## config.mk

```make
export PLATFORM = sky130hd
export DESIGN_NAME = lamp_safety_monitor_flat
export DESIGN_NICKNAME = d
export VERILOG_FILES = /design/src/rtl/lamp_safety_monitor_if.sv /design/src/rtl/lamp_safety_monitor.sv /design/src/flat_wrapper.sv
export SDC_FILE = /design/constraint.sdc
export NUM_CORES = 1
export LEC_CHECK = 0
export ABC_AREA = 0
export CORE_MARGIN = 8
export CORE_UTILIZATION = 58
export DETAILED_ROUTE_END_ITERATION = 6
export PLACE_DENSITY = 0.94
export SYNTH_ARGS = -nofsm -noshare
export SYNTH_HDL_FRONTEND = slang
export SYNTH_SLANG_ARGS = --single-unit
```

## constraint.sdc

```tcl
create_clock -name clk -period 4.44 [get_ports clk]
set_clock_uncertainty 0.1 [all_clocks]
set_input_delay 0.888 -clock clk [delete_from_list [all_inputs] [get_ports clk]]
set_output_delay 0.888 -clock clk [all_outputs]
set_load 0.1 [all_outputs]
```

## src/rtl/lamp_safety_monitor_if.sv

```systemverilog
// Lamp bus between the traffic controller, the safety monitor and the lamp drivers.
// The controller side drives the i_* patterns; the monitor drives the lamp outputs.
interface lamp_safety_monitor_if;
    logic [15:0] i_ct;
    logic [7:0]  i_wt;
    logic [15:0] o_lamp_ct;
    logic [7:0]  o_lamp_wt;
    logic        o_fault;
    logic [2:0]  o_fault_code;

    modport master (
        output i_ct, i_wt,
        input  o_lamp_ct, o_lamp_wt, o_fault, o_fault_code
    );

    modport slave (
        input  i_ct, i_wt,
        output o_lamp_ct, o_lamp_wt, o_fault, o_fault_code
    );
endinterface

```

## src/rtl/lamp_safety_monitor.sv

```systemverilog
// Safety stage between the traffic controller and the lamp drivers: debounces the light
// patterns, forwards only conflict-free ones and latches a flashing-red fault otherwise.
module lamp_safety_monitor #(
    parameter int FILTER     = 2,
    parameter int FLASH_HALF = 5,
    parameter int WDOG       = 0
) (
    input logic                  clk,
    input logic                  reset,
    lamp_safety_monitor_if.slave bus
);
    localparam int WDW = (WDOG > 1) ? $clog2(WDOG) : 1;
    localparam int FW  = (FLASH_HALF > 1) ? $clog2(FLASH_HALF) : 1;

    localparam logic [3:0]     FILT    = 4'(FILTER);
    localparam logic [3:0]     FILT_M1 = 4'(FILTER - 1);
    localparam logic [WDW-1:0] WD_M1   = WDW'((WDOG > 0) ? WDOG - 1 : 0);
    localparam logic [FW-1:0]  FH_M1   = FW'(FLASH_HALF - 1);

    localparam logic [15:0] ALL_RED  = 16'h1111;
    localparam logic [15:0] ALL_DARK = 16'h0000;
    localparam logic [7:0]  NO_WALK  = 8'h55;

    typedef enum logic [1:0] {S_INIT, S_RUN, S_FAULT} state_t;

    state_t         state, state_n;
    logic [23:0]    in_q;
    logic [3:0]     cnt, cnt_n;
    logic [15:0]    ct_q, ct_n;
    logic [7:0]     wt_q, wt_n;
    logic           fault_q, fault_n;
    logic [2:0]     code_q, code_n;
    logic [WDW-1:0] wdog_q, wdog_n;
    logic [FW-1:0]  flash_q, flash_n;

    logic [23:0] cand;
    logic        diff, accept, same;
    logic [2:0]  code;

    // Lowest failing rule number wins; 0 means the candidate is legal.
    function automatic logic [2:0] check_code(input logic [15:0] ct, input logic [7:0] wt,
                                              input logic [15:0] cur_ct, input logic in_run);
        logic       bad_lamp, bad_walk, walk_conf, green_red, ns_go, ew_go;
        logic [3:0] n;
        logic [1:0] w;
        logic [2:0] c;
        bad_lamp  = 1'b0;
        bad_walk  = 1'b0;
        walk_conf = 1'b0;
        green_red = 1'b0;
        ns_go     = 1'b0;
        ew_go     = 1'b0;
        for (int k = 0; k < 4; k++) begin
            n = ct[4*k +: 4];
            w = wt[2*k +: 2];
            if (!(n[2:0] == 3'b001 || n[2:0] == 3'b010 || n[2:0] == 3'b100) || (n[3] && !n[2]))
                bad_lamp = 1'b1;
            if (!(w == 2'b01 || w == 2'b10))
                bad_walk = 1'b1;
            if (w[1] && !n[0])
                walk_conf = 1'b1;
            if (in_run && cur_ct[4*k+2] && n[0])
                green_red = 1'b1;
            if (!n[0]) begin
                if (k % 2 == 1) ew_go = 1'b1;
                else            ns_go = 1'b1;
            end
        end
        if (bad_lamp)            c = 3'd1;
        else if (ns_go && ew_go) c = 3'd2;
        else if (walk_conf)      c = 3'd3;
        else if (green_red)      c = 3'd4;
        else if (bad_walk)       c = 3'd5;
        else                     c = 3'd0;
        return c;
    endfunction

    always_comb begin
        cand   = {bus.i_ct, bus.i_wt};
        diff   = (cand != in_q);
        cnt_n  = diff ? 4'd1 : ((cnt == FILT) ? cnt : cnt + 4'd1);
        // Fires once per stable pattern: on the FILTER-th consecutive identical sample.
        accept = diff ? (FILTER == 1) : (cnt == FILT_M1);
        same   = (cand == {ct_q, wt_q});
        code   = check_code(cand[23:8], cand[7:0], ct_q, state == S_RUN);
    end

    always_comb begin
        state_n = state;
        ct_n    = ct_q;
        wt_n    = wt_q;
        fault_n = fault_q;
        code_n  = code_q;
        wdog_n  = wdog_q;
        flash_n = flash_q;
        case (state)
            S_INIT: begin
                // An all-zero bus means the controller is not yet driving; wait for it.
                if (accept && cand != '0) begin
                    if (same) begin
                        state_n = S_RUN;
                    end else if (code == 3'd0) begin
                        state_n = S_RUN;
                        ct_n    = cand[23:8];
                        wt_n    = cand[7:0];
                        wdog_n  = '0;
                    end else begin
                        state_n = S_FAULT;
                        fault_n = 1'b1;
                        code_n  = code;
                        ct_n    = ALL_RED;
                        wt_n    = NO_WALK;
                        flash_n = '0;
                    end
                end
            end
            S_RUN: begin
                if (accept && !same) begin
                    if (code == 3'd0) begin
                        ct_n   = cand[23:8];
                        wt_n   = cand[7:0];
                        wdog_n = '0;
                    end else begin
                        state_n = S_FAULT;
                        fault_n = 1'b1;
                        code_n  = code;
                        ct_n    = ALL_RED;
                        wt_n    = NO_WALK;
                        flash_n = '0;
                    end
                end else if (WDOG != 0) begin
                    if (wdog_q == WD_M1) begin
                        state_n = S_FAULT;
                        fault_n = 1'b1;
                        code_n  = 3'd6;
                        ct_n    = ALL_RED;
                        wt_n    = NO_WALK;
                        flash_n = '0;
                    end else begin
                        wdog_n = wdog_q + 1'b1;
                    end
                end
            end
            S_FAULT: begin
                wt_n = NO_WALK;
                if (flash_q == FH_M1) begin
                    flash_n = '0;
                    ct_n    = (ct_q == ALL_RED) ? ALL_DARK : ALL_RED;
                end else begin
                    flash_n = flash_q + 1'b1;
                end
            end
            default: state_n = S_INIT;
        endcase
    end

    always_ff @(posedge clk or posedge reset) begin
        if (reset) begin
            state   <= S_INIT;
            in_q    <= '0;
            cnt     <= '0;
            ct_q    <= ALL_RED;
            wt_q    <= NO_WALK;
            fault_q <= 1'b0;
            code_q  <= 3'd0;
            wdog_q  <= '0;
            flash_q <= '0;
        end else begin
            state   <= state_n;
            in_q    <= cand;
            cnt     <= cnt_n;
            ct_q    <= ct_n;
            wt_q    <= wt_n;
            fault_q <= fault_n;
            code_q  <= code_n;
            wdog_q  <= wdog_n;
            flash_q <= flash_n;
        end
    end

    assign bus.o_lamp_ct    = ct_q;
    assign bus.o_lamp_wt    = wt_q;
    assign bus.o_fault      = fault_q;
    assign bus.o_fault_code = code_q;
endmodule

```

## src/flat_wrapper.sv

```systemverilog
// flat-port wrapper written by rule: the top's interface ports become plain ports
module lamp_safety_monitor_flat 
#(
    parameter int FILTER     = 2,
    parameter int FLASH_HALF = 5,
    parameter int WDOG       = 0
)
  (clk, reset, bus_i_ct, bus_i_wt, bus_o_lamp_ct, bus_o_lamp_wt, bus_o_fault, bus_o_fault_code);
  lamp_safety_monitor_if bus_i ();
  input logic clk;
  input logic reset;
  input wire logic [$bits(bus_i.i_ct)-1:0] bus_i_ct;
  input wire logic [$bits(bus_i.i_wt)-1:0] bus_i_wt;
  output wire logic [$bits(bus_i.o_lamp_ct)-1:0] bus_o_lamp_ct;
  output wire logic [$bits(bus_i.o_lamp_wt)-1:0] bus_o_lamp_wt;
  output wire logic [$bits(bus_i.o_fault)-1:0] bus_o_fault;
  output wire logic [$bits(bus_i.o_fault_code)-1:0] bus_o_fault_code;
  assign bus_i.i_ct = bus_i_ct;
  assign bus_i.i_wt = bus_i_wt;
  assign bus_o_lamp_ct = bus_i.o_lamp_ct;
  assign bus_o_lamp_wt = bus_i.o_lamp_wt;
  assign bus_o_fault = bus_i.o_fault;
  assign bus_o_fault_code = bus_i.o_fault_code;
  lamp_safety_monitor #(.FILTER(FILTER), .FLASH_HALF(FLASH_HALF), .WDOG(WDOG)) u_core (.clk(clk), .reset(reset), .bus(bus_i));
endmodule
```

# Word-level counts from Yosys, hierarchy flattened
# Cells that the tools add are included.
# word_totals
register_bits,61
in_bits,26
output_inout_bits,28
elab_cells,164
# op_classes
addsub,2
eq_ne,34
muxes,62
n_bitwise,1
n_reduce_logical,57
# op_table
cell,n
two-way mux 16 bit,5
case mux 16 bit (3 select lines),1
two-way mux 3 bit,14
two-way mux 8 bit,4
two-way mux 1 bit,25
== test 24 bit,1
inequality test 24 bit,1
case mux 8 bit (3 select lines),1
nonzero test 24 bit,1
logical AND 1 bit,19
"== test 16 x 13 -> 1 bit, second input constant",1
logical OR 1 bit,16
"== test 3 bit, second input constant",5
zero test 1 bit,13
two-way mux 13 bit,1
"== test 3 x 1 -> 1 bit, second input constant",4
"== test 3 x 2 -> 1 bit, second input constant",4
AND reduction 4 bit,3
"== test 2 x 1 -> 1 bit, second input constant",5
"== test 2 bit, second input constant",5
two-way mux 2 bit,5
case mux 3 bit (3 select lines),1
two-way mux 4 bit,2
"inequality test 2 x 1 -> 1 bit, second input constant",3
other kinds (14),16

# Depth between registers and ports, before layout
# Gate-level depths: netlist (run 1).
# depth
word_depth,16
ltp_mapped,9

# Least setup slack after synthesis (run 1)
# OpenSTA, ideal clock, no wires.
# synth_timing
kind,input to register
startpoint,input bus_i_wt[0]
endpoint,register u_core.ct_q[2] (netlist: u_core.bus.o_lamp_ct[2])
t_arrival_ns,2.860
t_required_ns,4.214
path_slack_ns,1.355
cell_stages,9
n_path_buf,1
path_cell_list,inv_1 > ha_1 > or4b_1 > nor4_2 > nand4_1 > and4_4 > a32oi_4 > buf_12 > mux2_4
# synth_via
elab_chain_cells,16
word_cells_on_any_way,29
cone_classes,eq/ne (7); mux (15); reduce/logical (7)
# synth_rtl
item,line,text
start: declaration,flat_wrapper.sv:13,input wire logic [$bits(bus_i.i_wt)-1:0] bus_i_wt;
== test 2 x 1 -> 1 bit or == test 2 bit (tied branches),lamp_safety_monitor.sv:58,if (!(w == 2'b01 || w == 2'b10))
logical OR 1 bit,lamp_safety_monitor.sv:58,
two-way mux 1 bit (4 in a row),lamp_safety_monitor.sv:58,
two-way mux 3 bit,lamp_safety_monitor.sv:73,else if (bad_walk) c = 3'd5;
two-way mux 3 bit,lamp_safety_monitor.sv:72,else if (green_red) c = 3'd4;
two-way mux 3 bit,lamp_safety_monitor.sv:71,else if (walk_conf) c = 3'd3;
two-way mux 3 bit,lamp_safety_monitor.sv:70,else if (ns_go && ew_go) c = 3'd2;
two-way mux 3 bit,lamp_safety_monitor.sv:69,if (bad_lamp) c = 3'd1;
zero test 3 bit,"lamp_safety_monitor.sv:102, lamp_safety_monitor.sv:119",
two-way mux 16 bit,"lamp_safety_monitor.sv:102, lamp_safety_monitor.sv:119",
two-way mux 16 bit,lamp_safety_monitor.sv:100,if (same) begin
two-way mux 16 bit,lamp_safety_monitor.sv:99,if (accept && cand != '0) begin
case mux 16 bit (3 select lines),lamp_safety_monitor.sv:96,case (state)
end signal: assignment,lamp_safety_monitor.sv:172,ct_q <= ct_n;
end: declaration,lamp_safety_monitor.sv:29,"logic [15:0] ct_q, ct_n;"
# Parallel ways exist; a longest one is shown, timed or not. The select of a mux whose other input is x is not followed.
# A chain may end at the register's enable or synchronous reset.

# Worst setup path after layout (run 1)
# layout_timing
startpoint,input bus_i_wt[1]
endpoint,register u_core.ct_q[4] (netlist: u_core.bus.o_lamp_ct[4])
# Same word-level chain as after synthesis.

==> metrics, run 1 <==
status complete, no violations; GRT Total Usage 22.6%; crit path launch type input port; Synth Net Count 355; mux contribution to synthesized area 7.21%; vias in the first global route 2,980; Worst VDD drop 216 µV; Sw Ratio 25.2%; share of cells above drive strength 1 14.2%; Rows 27; Comb pwr share 10.5%; Netlist cell types 47; P per Cell Area 274 nW/µm²; Clock Tree Root clkbuf_8; Layout Nets 418; Final Cycle Share 84.4%; post-synthesis cell area 3330 µm²; overall power 1.13 mW; Synth Area in Compound Gates 9.01%; core box area 5540 µm²; Syn Area/Cell 10.4 µm²; Max Freq 267 MHz; Seq/Total Area, Yosys 46.1%; placed instance area 3960 µm²; Fillers 378; 1st-iter DRT viols 279; DIE HEIGHT 91.8 µm; sequential share of power 50.5%; DPL Wire Length 6670 µm; fin area 4140 µm²; final setup fails 0; Final Hold Fails 0; DIE WIDTH 91.8 µm; cts hold-fix bufs 0; Post-synth top cells dfrtp_1 (53), inv_1 (31), xor2_1 (27); YS warnings 0; RSZ-0062 raised after global routing false; post-route ant nets 0; Tmin final 3.75 ns; GP Congestion 0.951; maximum level of the CTS H-tree 3; GR Overflow Total 0; Skew-Pair Late Insertion Delay 0.35 ns; Switch Pwr 0.286 mW; Initial Util 60.2%; Post-synth EDFFs 0; initial antenna violation count 0; Synth Instances 320; synthesis-to-layout area growth 24.1%; Synth Area in Adders 3.38%; largest area contributor in the netlist dfrtp_1; ant diodes 0; port bufs 53; relative slew slack 33.4%; CTS buffer count 9; # IOs 54; Final Util 74.6%; Vias/cell 6.13; Seq cells post-synth 61; DIE AREA 8430 µm²; Post-Synth XOR/XNOR Area 13.1%; max_cap viols 0; fraction of registers with async set/reset 100%; Worst Hold Class reg -> reg; detailed-route via count 2,822; Most used DFF post-synth dfrtp_1; Pre-antenna DRT Iters 5; Int Power 0.849 mW; Post-Synth Simple-Gate Area 15.3%; top cells by area, synth dfrtp_1 (40%), xor2_1 (7.1%), dfstp_2 (6.3%); Yosys top cell area share 39.8%; post-CTS setup repair buffer count 0; Clock Sinks 61; setup TNS 0 ns; Slew Limit Fails 0; Req. time, crit path 4.61 ns; largest net degree at the start of global routing 48; Reg clk slew, reported paths 0.07 ns; most frequent cell after synthesis dfrtp_1; Crit. End Element flip-flop; largest family of logic cells by synthesized area simple AND/OR/NAND/NOR gates; CP max FO 14; CTS Buffer Depth 2; # DRC 0; drt wl/cell 20.2 µm; CP Data Arrival Time 3.92 ns; Worst Max-Slew Pin Slew 0.995 ns; first-pass GRT wire length 15,000 µm; Setup CP Type in -> reg; CTS tree done; WL final 9300 µm; Hold Worst Slack 0.379 ns; clock network power share 39.0%; Pleak 1.89 nW; post-CTS sizing 0
-- critical path, stage by stage --
cell	delay [ns]
clkdlybuf4s50_1	0.53
inv_1	0.10
ha_1	0.14
or4b_1	0.45
nor4_2	0.29
nand4_1	0.17
and4_4	0.29
a32oi_4	0.59
buf_4	0.26
mux2i_1	0.22
-- cells in the final DEF, fill, tap and decap left out, types with 2 or more instances in the layout --
| master | count |
|---|---|
| a21oi_1 | 10 |
| mux2i_1 | 6 |
| dfrtp_1 | 53 |
| nand2_1 | 10 |
| o21ai_0 | 14 |
| clkdlybuf4s50_1 | 53 |
| nor2_1 | 23 |
| a22o_1 | 2 |
| ha_1 | 9 |
| clkbuf_8 | 11 |
| buf_4 | 11 |
| mux2_4 | 6 |
| nor4_1 | 16 |
| or4_1 | 2 |
| clkinv_2 | 3 |
| inv_1 | 30 |
| nand4_1 | 16 |
| mux2_2 | 8 |
| xnor2_1 | 23 |
| nor3_1 | 3 |
| a211oi_1 | 3 |
| nor2b_1 | 2 |
| nand3_1 | 5 |
| dfstp_2 | 8 |
| nand3b_1 | 2 |
| a22oi_1 | 4 |
| xor2_1 | 27 |
| o22ai_1 | 3 |
| nand2b_1 | 6 |
-- area by class of cell --
type / count / area, µm² / area share [%]
clock buffer: 12 / 155 / 3.75
multi-input combinational: 216 / 1600 / 38.7
tap: 72 / 90.1 / 2.18
clock inverter: 4 / 22.5 / 0.545
timing repair buffer: 64 / 613 / 14.8
sequential: 61 / 1540 / 37.2
inverter: 31 / 116 / 2.81
-- state kept, by name, summed over array words and instances, names as in the netlist --
name,count
u_core.flash_q,3
u_core.bus.o_lamp_ct,16
u_core.bus.o_fault,1
u_core.in_q,24
u_core.bus.o_fault_code,3
u_core.state,2
u_core.bus.o_lamp_wt,8
u_core.cnt,4
-- power by group through the flow --
| stage | registers [mW] | clock network [mW] | logic (mW) |
|---|---|---|---|
| 2_1_floorplan | 0.581 | 0 | 0.0593 |
| 3_3_place_gp | 0.582 | 0 | 0.112 |
| 3_5_place_dp | 0.583 | 0 | 0.116 |
| 4_1_cts | 0.573 | 0.449 | 0.118 |
| 5_1_grt | 0.573 | 0.474 | 0.128 |
| 6_report | 0.573 | 0.443 | 0.119 |
-- per-layer routing --
layer | up-vias | track usage [%] | wire length, µm | share of wire (%)
met1 | 1368 | 26.2 | 3550 | 38
met3 | 35 | 7.33 | 933 | 10
li1 | 1242 | - | - | -
met4 | 0 | 12.3 | 301 | 3.2
met2 | 177 | 36.5 | 4520 | 49
met5 | - | 0.595 | 0 | 0
-- stage by stage --
step	worst slack [ns]	cells
after CTS	0.755	460
after global routing	0.541	460
after global placement	0.508	444
final	0.692	460
after detailed placement	0.394	444
after floorplan	1.35	320
-- kinds of logic after synthesis --
kind of cell,after synthesis
AO/OA/AOI/OAI,44
XOR/XNOR,50
adder cells (fa/ha/maj),9
buffers and inverters,43
flip-flops,61
multiplexers,20
AND/OR/NAND/NOR,93
-- final timing paths --
check	to	slack, ns	from	cells past startpoint
hold reg to reg	u_core.bus.o_fault	0.38	u_core.bus.o_fault	1
setup / recovery	u_core.bus.o_lamp_ct[4]	0.69	bus_i_wt[1]	10
setup reg to reg	u_core.bus.o_lamp_ct[4]	1.55	u_core.state[0]	7
hold / removal	u_core.bus.o_fault	0.38	u_core.bus.o_fault	1
min in group asynchronous	u_core.in_q[20]	0.97	reset	2
max in group asynchronous	u_core.bus.o_lamp_wt[6]	2.42	reset	3
Note: power is estimated with default switching activity, not from simulation.
==> inputs of run 2 (changes only) <==
CORE_UTILIZATION = 48   (was 58)
PLACE_DENSITY = 0.84   (was 0.94)
clock period = 3.3 ns   (was 4.44 ns; I/O delays follow)
==> metrics, run 2 (same netlist as run 1, synthesis figures left out) <==
Slew Limit Fails 0 (unchanged); cts hold-fix bufs 0 (unchanged); Inst Count DP 474 (+6.8%); Skew-Pair Late Insertion Delay 0.35 ns (about the same); M2 GR Usage 31.3% (-5.2 points); GR Layer Usage met3 6.70% (-0.63 points); area of the multi-input gates 1600 µm² (unchanged); Rows 30 (+11%); family with the most delay on the worst path simple AND/OR/NAND/NOR gates; CP peak stage delay 0.45 ns (-0.14 ns); synthesis-to-layout area growth 28.0%; Tmin final 3.16 ns; post-CTS setup repair buffer count 0 (unchanged); drt wl/cell 19.0 µm (-6.2%); core box area 6760 µm² (+22%); Crit. End Element flip-flop; final worst setup slack 0.145 ns (-0.547 ns); Worst VDD drop 184 µV (-15%); Layout Nets 440 (+5.3%); Global Route met1 Usage 23.3% (-2.9 points); CTS Buffer Depth 2 (unchanged); Final Hold Fails 0 (unchanged); Vias/cell 5.82 (-5.1%); Reg clk slew, reported paths 0.07 ns (about the same); CP bufs+invs 3 (unchanged); Setup CP Type in -> reg; Final Util 63.1% (-11 points); CP Data Arrival Time 3.29 ns (-0.63 ns); critical-path cell list clkdlybuf4s50_1 -> inv_1 -> ha_1 -> or4b_1 -> nor4_2 -> nand4_1 -> and4_4 -> a32oi_4 -> buf_12 -> mux2_2; fin area 4270 µm² (+3.2%); GRT Total Usage 19.7% (-2.9 points); max_cap viols 0 (unchanged); Non-Filler Instances 490 (+6.5%); Final Cycle Share 95.6%; commonest non-fill, non-tap cell in the layout buf_4; Fillers 538 (+42%); Worst Hold Class reg -> reg; # IOs 54 (unchanged); ant diodes 0 (unchanged); placed instance area 4080 µm² (+3.0%); GRT Max-Usage Layer met2; largest net degree at the start of global routing 28 (-42%); DPL Wire Length 7020 µm (+5.2%); CP max FO 14 (unchanged); WL final 9290 µm (-0.13%); post-route ant nets 0 (unchanged); DIE WIDTH 99.3 µm (+8.2%); DIE HEIGHT 99.3 µm (+8.2%); CTS buffer count 9 (unchanged); most frequent cells in the layout buf_4 (60), dfrtp_1 (53), inv_1 (30), xor2_1 (27), clkdlybuf4s50_1 (25); Pleak 2.06 nW (+8.6%); RSZ-0062 raised after global routing false; # DRC 0 (unchanged); status complete, no violations; Largest Register u_core.in_q; Req. time, crit path 3.43 ns (-1.18 ns); Worst Max-Slew Pin Slew 0.804 ns (-0.192 ns); Clock Tree Root clkbuf_8; worst slack, placed -0.125 ns (-0.519 ns); initial antenna violation count 0 (unchanged); Max Freq 317 MHz; register area 1540 µm² (unchanged); GR Overflow Total 0 (unchanged); CTS tree done; post-CTS sizing 0 (unchanged); DIE AREA 9870 µm² (+17%); maximum level of the CTS H-tree 3 (unchanged); first-pass GRT wire length 15,000 µm (+0.46%); P per Cell Area 376 nW/µm² (+37%); detailed-route via count 2,852 (+1.1%); final setup fails 0 (unchanged); 1st-iter DRT viols 213 (-24%); max FFs per register 24 (unchanged); Pre-antenna DRT Iters 5 (unchanged); crit path launch type input port; GP Congestion 0.998 (+4.9%); share of cells above drive strength 1 25.6% (+11 points); Initial Util 49.3% (-11 points); slowest stage cell on the critical path or4b_1; port bufs 53 (unchanged); relative slew slack 46.3% (+13 points); Clock Sinks 61 (unchanged); vias in the first global route 2,919 (-2.0%)
## run 2: per-layer routing
metal	vias to the layer above	part of all wire, %	routed length (µm)
li1	1277	-	-
met1	1410	40	3760
met2	137	49	4510
met3	28	7.5	701
met4	0	3.5	321
met5	-	0	0
## run 2: path summary, 6_finish.rpt
kind                                    start                       end  slack [ns]  depth (start not counted)
setup reg to reg              u_core.state[0]  u_core.bus.o_lamp_ct[13]        0.68                          7
setup / recovery                  bus_i_wt[0]  u_core.bus.o_lamp_ct[13]        0.14                         10
max in group asynchronous               reset   u_core.bus.o_lamp_wt[6]        1.96                          3
hold / removal             u_core.bus.o_fault        u_core.bus.o_fault        0.39                          1
hold reg to reg            u_core.bus.o_fault        u_core.bus.o_fault        0.39                          1
min in group asynchronous               reset           u_core.in_q[13]        0.46                          2
## run 2: cell type report
| type | count | area share, % |
|---|---|---|
| Clock buffer | 11 | 3.31 |
| Clock inverter | 5 | 1.17 |
| Inverter | 31 | 2.73 |
| Multi-Input combinational cell | 216 | 37.5 |
| Sequential cell | 61 | 36.0 |
| Tap cell | 80 | 2.35 |
| Timing Repair Buffer | 86 | 16.9 |
## run 2: worst register-to-register path: cells and delay by family (launching register included)
| family | cells | cell delay, ns |
|---|---|---|
| AND/OR/NAND/NOR | 4 | 1.27 |
| AO/OA/AOI/OAI | 1 | 0.21 |
| multiplexers | 1 | 0.34 |
| flip-flops | 1 | 0.41 |
| buffers and inverters | 1 | 0.18 |
## run 2: power breakdown
part / leakage (nW) / internal [mW] / switching [mW]
logic: 1.19 / 0.0817 / 0.0927
clock network: 0.103 / 0.364 / 0.296
registers: 0.764 / 0.763 / 0.00697
## run 2: through the flow
step	power, mW	hold slack (ns)	TNS, ns
after floorplan	0.862	0.370	0
after global placement	0.952	0.363	-0.311
after detailed placement	0.957	0.371	-1.95
after CTS	1.62	0.398	0
after global routing	1.67	0.418	0
final	1.60	0.391	0
==> inputs of run 3 (changes only) <==
REMOVE_ABC_BUFFERS = 1   (was not set)
==> metrics, run 3 (same netlist as run 1, synthesis figures left out) <==
fin area 4240 µm² (-0.65%); CP max FO 15 (+1); Fillers 543 (+0.93%); final setup fails 0 (unchanged); ant diodes 0 (unchanged); Max Freq 323 MHz (+1.9%); max_cap viols 0 (unchanged); DIE HEIGHT 99.3 µm (unchanged); Skew-Pair Late Insertion Delay 0.34 ns (about the same); critical-path cell list clkdlybuf4s50_1 -> inv_1 -> ha_1 -> or4b_1 -> nor4_2 -> nand4_1 -> and4_4 -> a32oi_4 -> buf_12 -> mux2_2; initial antenna violation count 0 (unchanged); port bufs 53 (unchanged); cts hold-fix bufs 0 (unchanged); Final Cycle Share 93.9% (-1.7 points); WL final 8910 µm (-4.1%); post-route ant nets 0 (unchanged); Pre-antenna DRT Iters 5 (unchanged); DIE WIDTH 99.3 µm (unchanged); DPL Wire Length 6780 µm (-3.4%); vias in the first global route 2,869 (-1.7%); status complete, no violations; Clock Tree Root clkbuf_8; 1st-iter DRT viols 314 (+47%); overall power 1.53 mW (-4.5%); Layout Nets 439 (-0.23%); Crit. End Element flip-flop; Req. time, crit path 3.43 ns (about the same); GRT Total Usage 18.9% (-0.81 points); Pleak 2.04 nW (-1.0%); FF-to-FF setup slack 0.76 ns (+0.08 ns); Reg clk slew, reported paths 0.06 ns (about the same); P per Cell Area 362 nW/µm² (-3.8%); Largest Register u_core.in_q; share of cells above drive strength 1 24.7% (-0.92 points); Slew Limit Fails 0 (unchanged); crit path launch type input port; # IOs 54 (unchanged); post-CTS setup repair buffer count 0 (unchanged); Initial Util 49.3% (unchanged); Clock Sinks 61 (unchanged); drt wl/cell 18.2 µm (-3.9%); Worst Max-Slew Pin Slew 0.858 ns (+0.0540 ns); Final Hold Fails 0 (unchanged); Vias/cell 5.72 (-1.8%); maximum level of the CTS H-tree 3 (unchanged); CP Data Arrival Time 3.22 ns (-0.07 ns); GR Overflow Total 0 (unchanged); first-pass GRT wire length 14,500 µm (-3.7%); largest net degree at the start of global routing 62 (+120%); Tmin final 3.10 ns (-0.0577 ns); CTS Buffer Depth 2 (unchanged); core box area 6760 µm² (unchanged); RSZ-0062 raised after global routing false; relative slew slack 42.7% (-3.6 points); Worst VDD drop 186 µV (+1.5%); # DRC 0 (unchanged); slowest stage cell on the critical path or4b_1; placed instance area 4070 µm² (-0.18%); CTS tree done; Rows 30 (unchanged); most frequent cells in the layout buf_4 (59), dfrtp_1 (53), inv_1 (30), xor2_1 (27), clkdlybuf4s50_1 (25); max FFs per register 24 (unchanged); DIE AREA 9870 µm² (unchanged); commonest non-fill, non-tap cell in the layout buf_4; Worst Hold Class reg -> reg; CTS buffer count 9 (unchanged); CP peak stage delay 0.46 ns (about the same); detailed-route via count 2,795 (-2.0%); post-CTS sizing 0 (unchanged); synthesis-to-layout area growth 27.2%; Setup CP Type in -> reg; GP Congestion 0.910 (-8.8%)
## run 3: layer usage
layer / part of all wire, % / global-route usage (%) / vias to the layer above / wire [µm]
met5: 0 / 0 / - / 0
met4: 3.3 / 9.66 / 0 / 291
met2: 48 / 29.7 / 132 / 4240
met1: 41 / 22.6 / 1346 / 3690
met3: 7.8 / 6.15 / 33 / 696
li1: - / - / 1284 / -
## run 3: final timing paths
check / startpoint / to / cells after the start
worst max-delay path: bus_i_wt[0] / u_core.bus.o_lamp_ct[7] / 10
worst min-delay path: u_core.bus.o_fault / u_core.bus.o_fault / 1
worst max register to register: u_core.state[0] / u_core.bus.o_lamp_ct[7] / 7
worst min register to register: u_core.bus.o_fault / u_core.bus.o_fault / 1
max in group asynchronous: reset / u_core.bus.o_fault_code[0] / 3
min in group asynchronous: reset / u_core.in_q[16] / 3
## run 3: critical path: cells and delay by family
family	cells	cell delay (ns)
AOI/OAI and AO/OA	1	0.21
adders and majority gates	1	0.16
buffers and inverters	3	0.71
muxes	1	0.34
and+or+nand+nor	4	1.15
## run 3: layout make-up
type,instances,area (µm²),share of cell area (%)
Multi-Input combinational cell,216,1600,37.8
Sequential cell,61,1540,36.2
Timing Repair Buffer,85,713,16.8
Clock buffer,15,166,3.93
Inverter,31,116,2.74
Tap cell,80,100,2.36
Clock inverter,1,5.00,0.118
## run 3: stage by stage
| step | setup TNS, ns | hold WS [ns] | util [%] | setup WS (ns) | cells |
|---|---|---|---|---|---|
| 2_1_floorplan | 0 | 0.370 | - | 0.271 | 308 |
| 6_report | 0 | 0.370 | 62.7 | 0.203 | 489 |
| 3_5_place_dp | -1.77 | 0.356 | 60.2 | -0.151 | 473 |
| 4_1_cts | 0 | 0.372 | 62.7 | 0.206 | 489 |
| 3_3_place_gp | -0.943 | 0.359 | 60.2 | -0.0947 | 473 |
| 5_1_grt | 0 | 0.401 | 62.7 | 0.0839 | 489 |
## run 3: report_power, final
group	switching, mW	internal [mW]
combinational	0.0908	0.0808
clock	0.277	0.314
sequential	0.00656	0.763
==> RTL edit 1 (config.mk and constraints of run 2) <==
Encoding of `state_t`: now one-hot (3 bits for 3 states).
--- a/src/rtl/lamp_safety_monitor.sv
+++ b/src/rtl/lamp_safety_monitor.sv
@@ -21,7 +21,7 @@
     localparam logic [15:0] ALL_DARK = 16'h0000;
     localparam logic [7:0]  NO_WALK  = 8'h55;
 
-    typedef enum logic [1:0] {S_INIT, S_RUN, S_FAULT} state_t;
+    typedef enum logic [2:0] {S_INIT = 3'b001, S_RUN = 3'b010, S_FAULT = 3'b100} state_t;
 
     state_t         state, state_n;
     logic [23:0]    in_q;
Formal check against the unedited RTL: same outputs for any inputs over 4 cycles, from zero or initial values and one cycle with reset high; so few cycles prove little.
==> RTL edit 1 against run 2 <==
Clock power down 13%. Sequential power grew 2%. Cell count increased by 4.3%. Synthesized cell count is 1.9% higher. Routed wire length fell by 7.3%. Power is 4.6% lower. Cell area rose by 1.6%. Register-to-register slack lost 0.08 ns. Worst setup slack worse by 0.035 ns. Synthesized area is 1.1% higher. Worst hold slack worse by 0.010 ns. Die area increased by 0.95%. Sequential cell count is 1 higher.
==> RTL edit 1: results (changes against run 2) <==
Yosys
  • Warnings, synthesis: 0 (unchanged)
  • Synth top cells by count: dfrtp_1 (53), inv_1 (36), nor2_1 (29), xnor2_1 (26), xor2_1 (24)
  • Register area share after synthesis: 46.4% (+0.27 points)
  • Yosys cell types: 44 (-6.4%)
  • Syn Nets: 361 (+1.7%)
  • Dominant cells by area after synthesis: dfrtp_1 (39%), dfstp_2 (7.0%), xnor2_1 (6.8%)

Global routing
  • Vias in the first global route: 2891 (-0.96%)
  • First-pass GRT wire length: 14300 µm (-4.8%)
  • Initial antenna violation count: 0 (unchanged)
  • Gr usage total: 18.3% (-1.4 points)
  • Largest net degree at the start of global routing: 63 (+130%)

Drt
  • Met1 Wirelength: 3700 µm (-1.7%)
  • Drt pass-1 iters: 4 (-1)
  • Detailed-route via count: 2704 (-5.2%)
  • Avg WL per Cell: 16.8 µm (-11%)
  • Wire length on met2: 4190 µm (-7.0%)
  • Met3 WL: 572 µm (-18%)
  • DR iter-0 viols: 226 (+6.1%)
  • Top Metal Used: met4

Power and ir drop
  • Lkg Pwr: 2.08 nW (+1.1%)
  • Worst vdd ir: 255 µV (+39%)

Timing
  • Worst Tran Pin Value: 0.430 ns (-0.374 ns)

Status
  • Status: completed

CTS
  • TritonCTS buffer count: 9 (unchanged)
  • H-tree depth: 3 (unchanged)
  • CTS max path bufs: 2 (unchanged)

Hold path
  • Hold crit path type: register to register

Worst setup path
  • CP max FO: 15 (+1)
  • Crit path DAT: 3.32 ns (+0.03 ns)

Cells and area
  • Layout net count: 445 (+1.1%)
  • Ant. Diodes: 0 (unchanged)
  • Layout cells sized above 1: 25.8% (+0.17 points)
  • Fillers: 525 (-2.4%)

Placement
  • Routability Congestion: 0.868 (-13%)
  • Dpl cell area: 4160 µm² (+2.1%)
  • Hpwl dp: 6470 µm (-7.8%)
[RTL edit 1: changes by cell type in the layout (fill, tap and decap cells not counted), sizes merged, moves of 3 or more]
cell,change
xor2,-3
inv,+5
o21ai,-6
nor2,+6
mux2i,+3
a211oi,-3
o31ai,+4
nand4,-5
xnor2,+3
[RTL edit 1: report_power, final]
part           total [mW]  switching (mW)  internal [mW]
registers           0.782         0.00697          0.775
logic               0.176          0.0912         0.0844
clock network       0.572           0.303          0.269
[RTL edit 1: per-layer routing]
| layer | up-vias | track usage (%) |
|---|---|---|
| met2 | 96 | 30.5 |
| met1 | 1326 | 22.8 |
| met3 | 13 | 4.36 |
| met4 | 0 | 5.82 |
| met5 | - | 0 |
| li1 | 1269 | - |
[RTL edit 1: cell type report]
type | instances | area, µm² | share of cell area (%)
multi-input combinational | 214 | 1600 | 36.8
tap | 96 | 120 | 2.77
clock buffer | 10 | 128 | 2.95
inverter | 36 | 135 | 3.12
sequential | 62 | 1560 | 36.1
clock inverter | 6 | 38.8 | 0.895
timing repair buffer | 87 | 753 | 17.4
[RTL edit 1: worst paths after layout]
kind	from	to	slack, ns	cells after the start
worst max-delay path	bus_i_wt[6]	u_core.bus.o_lamp_ct[1]	0.11	9
worst min-delay path	u_core.bus.o_lamp_wt[0]	u_core.bus.o_lamp_wt[0]	0.38	2
worst max register to register	u_core.in_q[6]	u_core.bus.o_lamp_ct[1]	0.60	8
worst min register to register	u_core.bus.o_lamp_wt[0]	u_core.bus.o_lamp_wt[0]	0.38	2
max in group asynchronous	reset	u_core.bus.o_lamp_ct[8]	2.18	3
min in group asynchronous	reset	u_core.bus.o_lamp_wt[3]	0.61	3
[RTL edit 1: kinds of logic (layout without fill, tap and decap cells)]
family,after synthesis,in the layout,share of synthesized area (%)
muxes,22,22,7.68
xor gates and xnor gates,50,50,13.0
adders and majority gates,9,9,3.34
AOI/OAI and AO/OA,36,36,8.02
buffers and inverters,50,139,6.50
and+or+nand+nor,97,97,15.1
DFF,62,62,46.4
[RTL edit 1: timing repair]
action,4_1_cts,5_1_grt
setup endpoints to repair,0,20
gates resized for setup,0,1
buffers inserted,0,0
[RTL edit 1: worst max-delay path, stage by stage]
cell and delay [ns]:
clkdlybuf4s50_1 0.48, xor2_1 0.23, nor4_2 0.43, nand4_1 0.29, o41ai_2 0.38, o221ai_2 0.15
nand2b_1 0.20, buf_12 0.17, mux2_4 0.30
[RTL edit 1: stage by stage]
stage / setup slack [ns] / util (%) / setup TNS (ns) / instances
2_1_floorplan: 0.411 / - / 0 / 326
3_3_place_gp: -0.300 / 61.2 / -6.10 / 495
3_5_place_dp: -0.336 / 61.2 / -6.87 / 495
4_1_cts: 0.0123 / 63.7 / 0 / 511
5_1_grt: 0.0144 / 63.8 / 0 / 511
6_report: 0.110 / 63.8 / 0 / 511
==> RTL edit 2 (config.mk and constraints of run 2) <==
Without the edit above. `FLASH_HALF` is set to 5 in 2 places; all go to 6.
--- a/src/rtl/lamp_safety_monitor.sv
+++ b/src/rtl/lamp_safety_monitor.sv
@@ -2,7 +2,7 @@
 // patterns, forwards only conflict-free ones and latches a flashing-red fault otherwise.
 module lamp_safety_monitor #(
     parameter int FILTER     = 2,
-    parameter int FLASH_HALF = 5,
+    parameter int FLASH_HALF = 6,
     parameter int WDOG       = 0
 ) (
     input logic                  clk,
--- a/src/flat_wrapper.sv
+++ b/src/flat_wrapper.sv
@@ -2,7 +2,7 @@
 module lamp_safety_monitor_flat 
 #(
     parameter int FILTER     = 2,
-    parameter int FLASH_HALF = 5,
+    parameter int FLASH_HALF = 6,
     parameter int WDOG       = 0
 )
   (clk, reset, bus_i_ct, bus_i_wt, bus_o_lamp_ct, bus_o_lamp_wt, bus_o_fault, bus_o_fault_code);
Behaviour: not the same (a bounded check fails within 10 cycles, from zero or initial values and one cycle with reset high).
==> RTL edit 2 against run 2 <==
Highest routed layer unchanged. Synthesized area fell by 0.38%. Register-to-register slack barely moved. Fmax is 2.6% higher. Sequential cell count stayed put. Worst hold slack got worse by 0.020 ns. Worst setup slack better by 0.079 ns. Cell area rose by 0.85%. Routed wire length is 2.9% lower. Critical path depth is 2 lower. Sequential share of layout area shrank 0.30 points.
Power is not compared: it rests on default switching activity, and its combinational part moved more than twofold at a synthesized area within 25%.
==> RTL edit 2: results (changes against run 2) <==
Status
  • Status: completed

Global routing
  • Gr usage total: 19.6% (-0.12 points)
  • Met2 Use GR: 30.8% (-0.48 points)
  • First-pass GRT wire length: 15100 µm (+0.83%)
  • Global routing met1 resource utilization: 24.7% (+1.5 points)
  • M3 GR Usage: 5.24% (-1.5 points)
  • Vias in the first global route: 2990 (+2.4%)
  • Largest net degree at the start of global routing: 32 (+14%)

Worst setup path
  • Slowest CP cell: clkdlybuf4s50_1
  • Slowest stage delay, CP: 0.64 ns (+0.19 ns)
  • CP max FO: 10 (-4)
  • Crit path DAT: 3.24 ns (-0.05 ns)

Placement
  • Hpwl dp: 6990 µm (-0.37%)
  • Routability Congestion: 0.919 (-7.9%)
  • Pre-CTS WS: -0.0569 ns (+0.0684 ns)
  • Dpl cell area: 4110 µm² (+0.89%)
  • IO Port Bufs: 53 (unchanged)

Yosys
  • Synth top cells by count: dfrtp_1 (53), inv_1 (28), nand2_1 (27), xnor2_1 (26), xor2_1 (24)
  • Register area share after synthesis: 46.3% (+0.17 points)
  • Mapped Avg Cell Area: 10.5 µm² (+0.57%)
  • Yosys cell types: 51 (+8.5%)
  • Syn Nets: 350 (-1.4%)
  • Dominant cells by area after synthesis: dfrtp_1 (40%), xnor2_1 (6.9%), dfstp_2 (6.3%)

Timing
  • Worst Tran Pin Value: 0.682 ns (-0.122 ns)

Power and ir drop
  • Overall power: 2.03 mW

Drt
  • Avg WL per Cell: 18.4 µm (-2.9%)
  • Detailed-route via count: 2691 (-5.6%)
  • Final ANT Viol Nets: 0 (unchanged)
  • Drt pass-1 iters: 4 (-1)
  • Via-per-instance ratio: 5.49 (-5.6%)
  • DR iter-0 viols: 177 (-17%)

Cells and area
  • Layout net count: 438 (-0.45%)
  • Layout cells sized above 1: 24.6% (-0.98 points)
  • Fillers: 531 (-1.3%)

CTS
  • Root buf cell: clkbuf_8
  • Post-cts resize count: 0 (unchanged)
==> RTL edit 2: cell count changes after synthesis, moves of 6 or more <==
cell / delta
mux2_4: -6
mux2i_1: +9
nand2_1: +17
nor2_1: -8
nor4_1: -9
o21ai_0: -6
==> RTL edit 2: path summary, 6_finish.rpt <==
kind / startpoint / to / slack [ns] / cells past startpoint
setup / recovery: bus_i_ct[12] / u_core.bus.o_lamp_wt[0] / 0.22 / 8
hold / removal: u_core.bus.o_fault / u_core.bus.o_fault / 0.37 / 1
setup reg to reg: u_core.bus.o_lamp_ct[8] / u_core.bus.o_lamp_wt[0] / 0.68 / 7
hold reg to reg: u_core.bus.o_fault / u_core.bus.o_fault / 0.37 / 1
max in group asynchronous: reset / u_core.bus.o_lamp_ct[0] / 1.78 / 3
min in group asynchronous: reset / u_core.in_q[2] / 0.65 / 2
==> RTL edit 2: area by class of cell <==
| class | instances | area, µm² | area share (%) |
|---|---|---|---|
| inverters | 29 | 109 | 2.53 |
| repair buffers | 88 | 761 | 17.7 |
| multi-input cells | 216 | 1610 | 37.3 |
| well taps | 80 | 100 | 2.33 |
| clock inverters | 5 | 50.0 | 1.16 |
| flip-flops and latches | 61 | 1540 | 35.7 |
| clock buffers | 11 | 141 | 3.29 |
==> RTL edit 2: cells by family (layout without fill, tap and decap cells) <==
family | after synthesis | after routing | share of synthesized area [%]
buffers and inverters | 40 | 133 | 5.39
AOI/OAI and AO/OA | 42 | 42 | 9.87
adders and majority gates | 7 | 7 | 2.64
muxes | 19 | 19 | 5.88
DFF | 61 | 61 | 46.3
and+or+nand+nor | 98 | 98 | 16.8
xor gates and xnor gates | 50 | 50 | 13.2
==> RTL edit 2: metal layers <==
layer / wire, µm / share of wire (%)
met1: 4040 / 45
met4: 223 / 2.5
met5: 0 / 0
met3: 480 / 5.3
met2: 4280 / 47
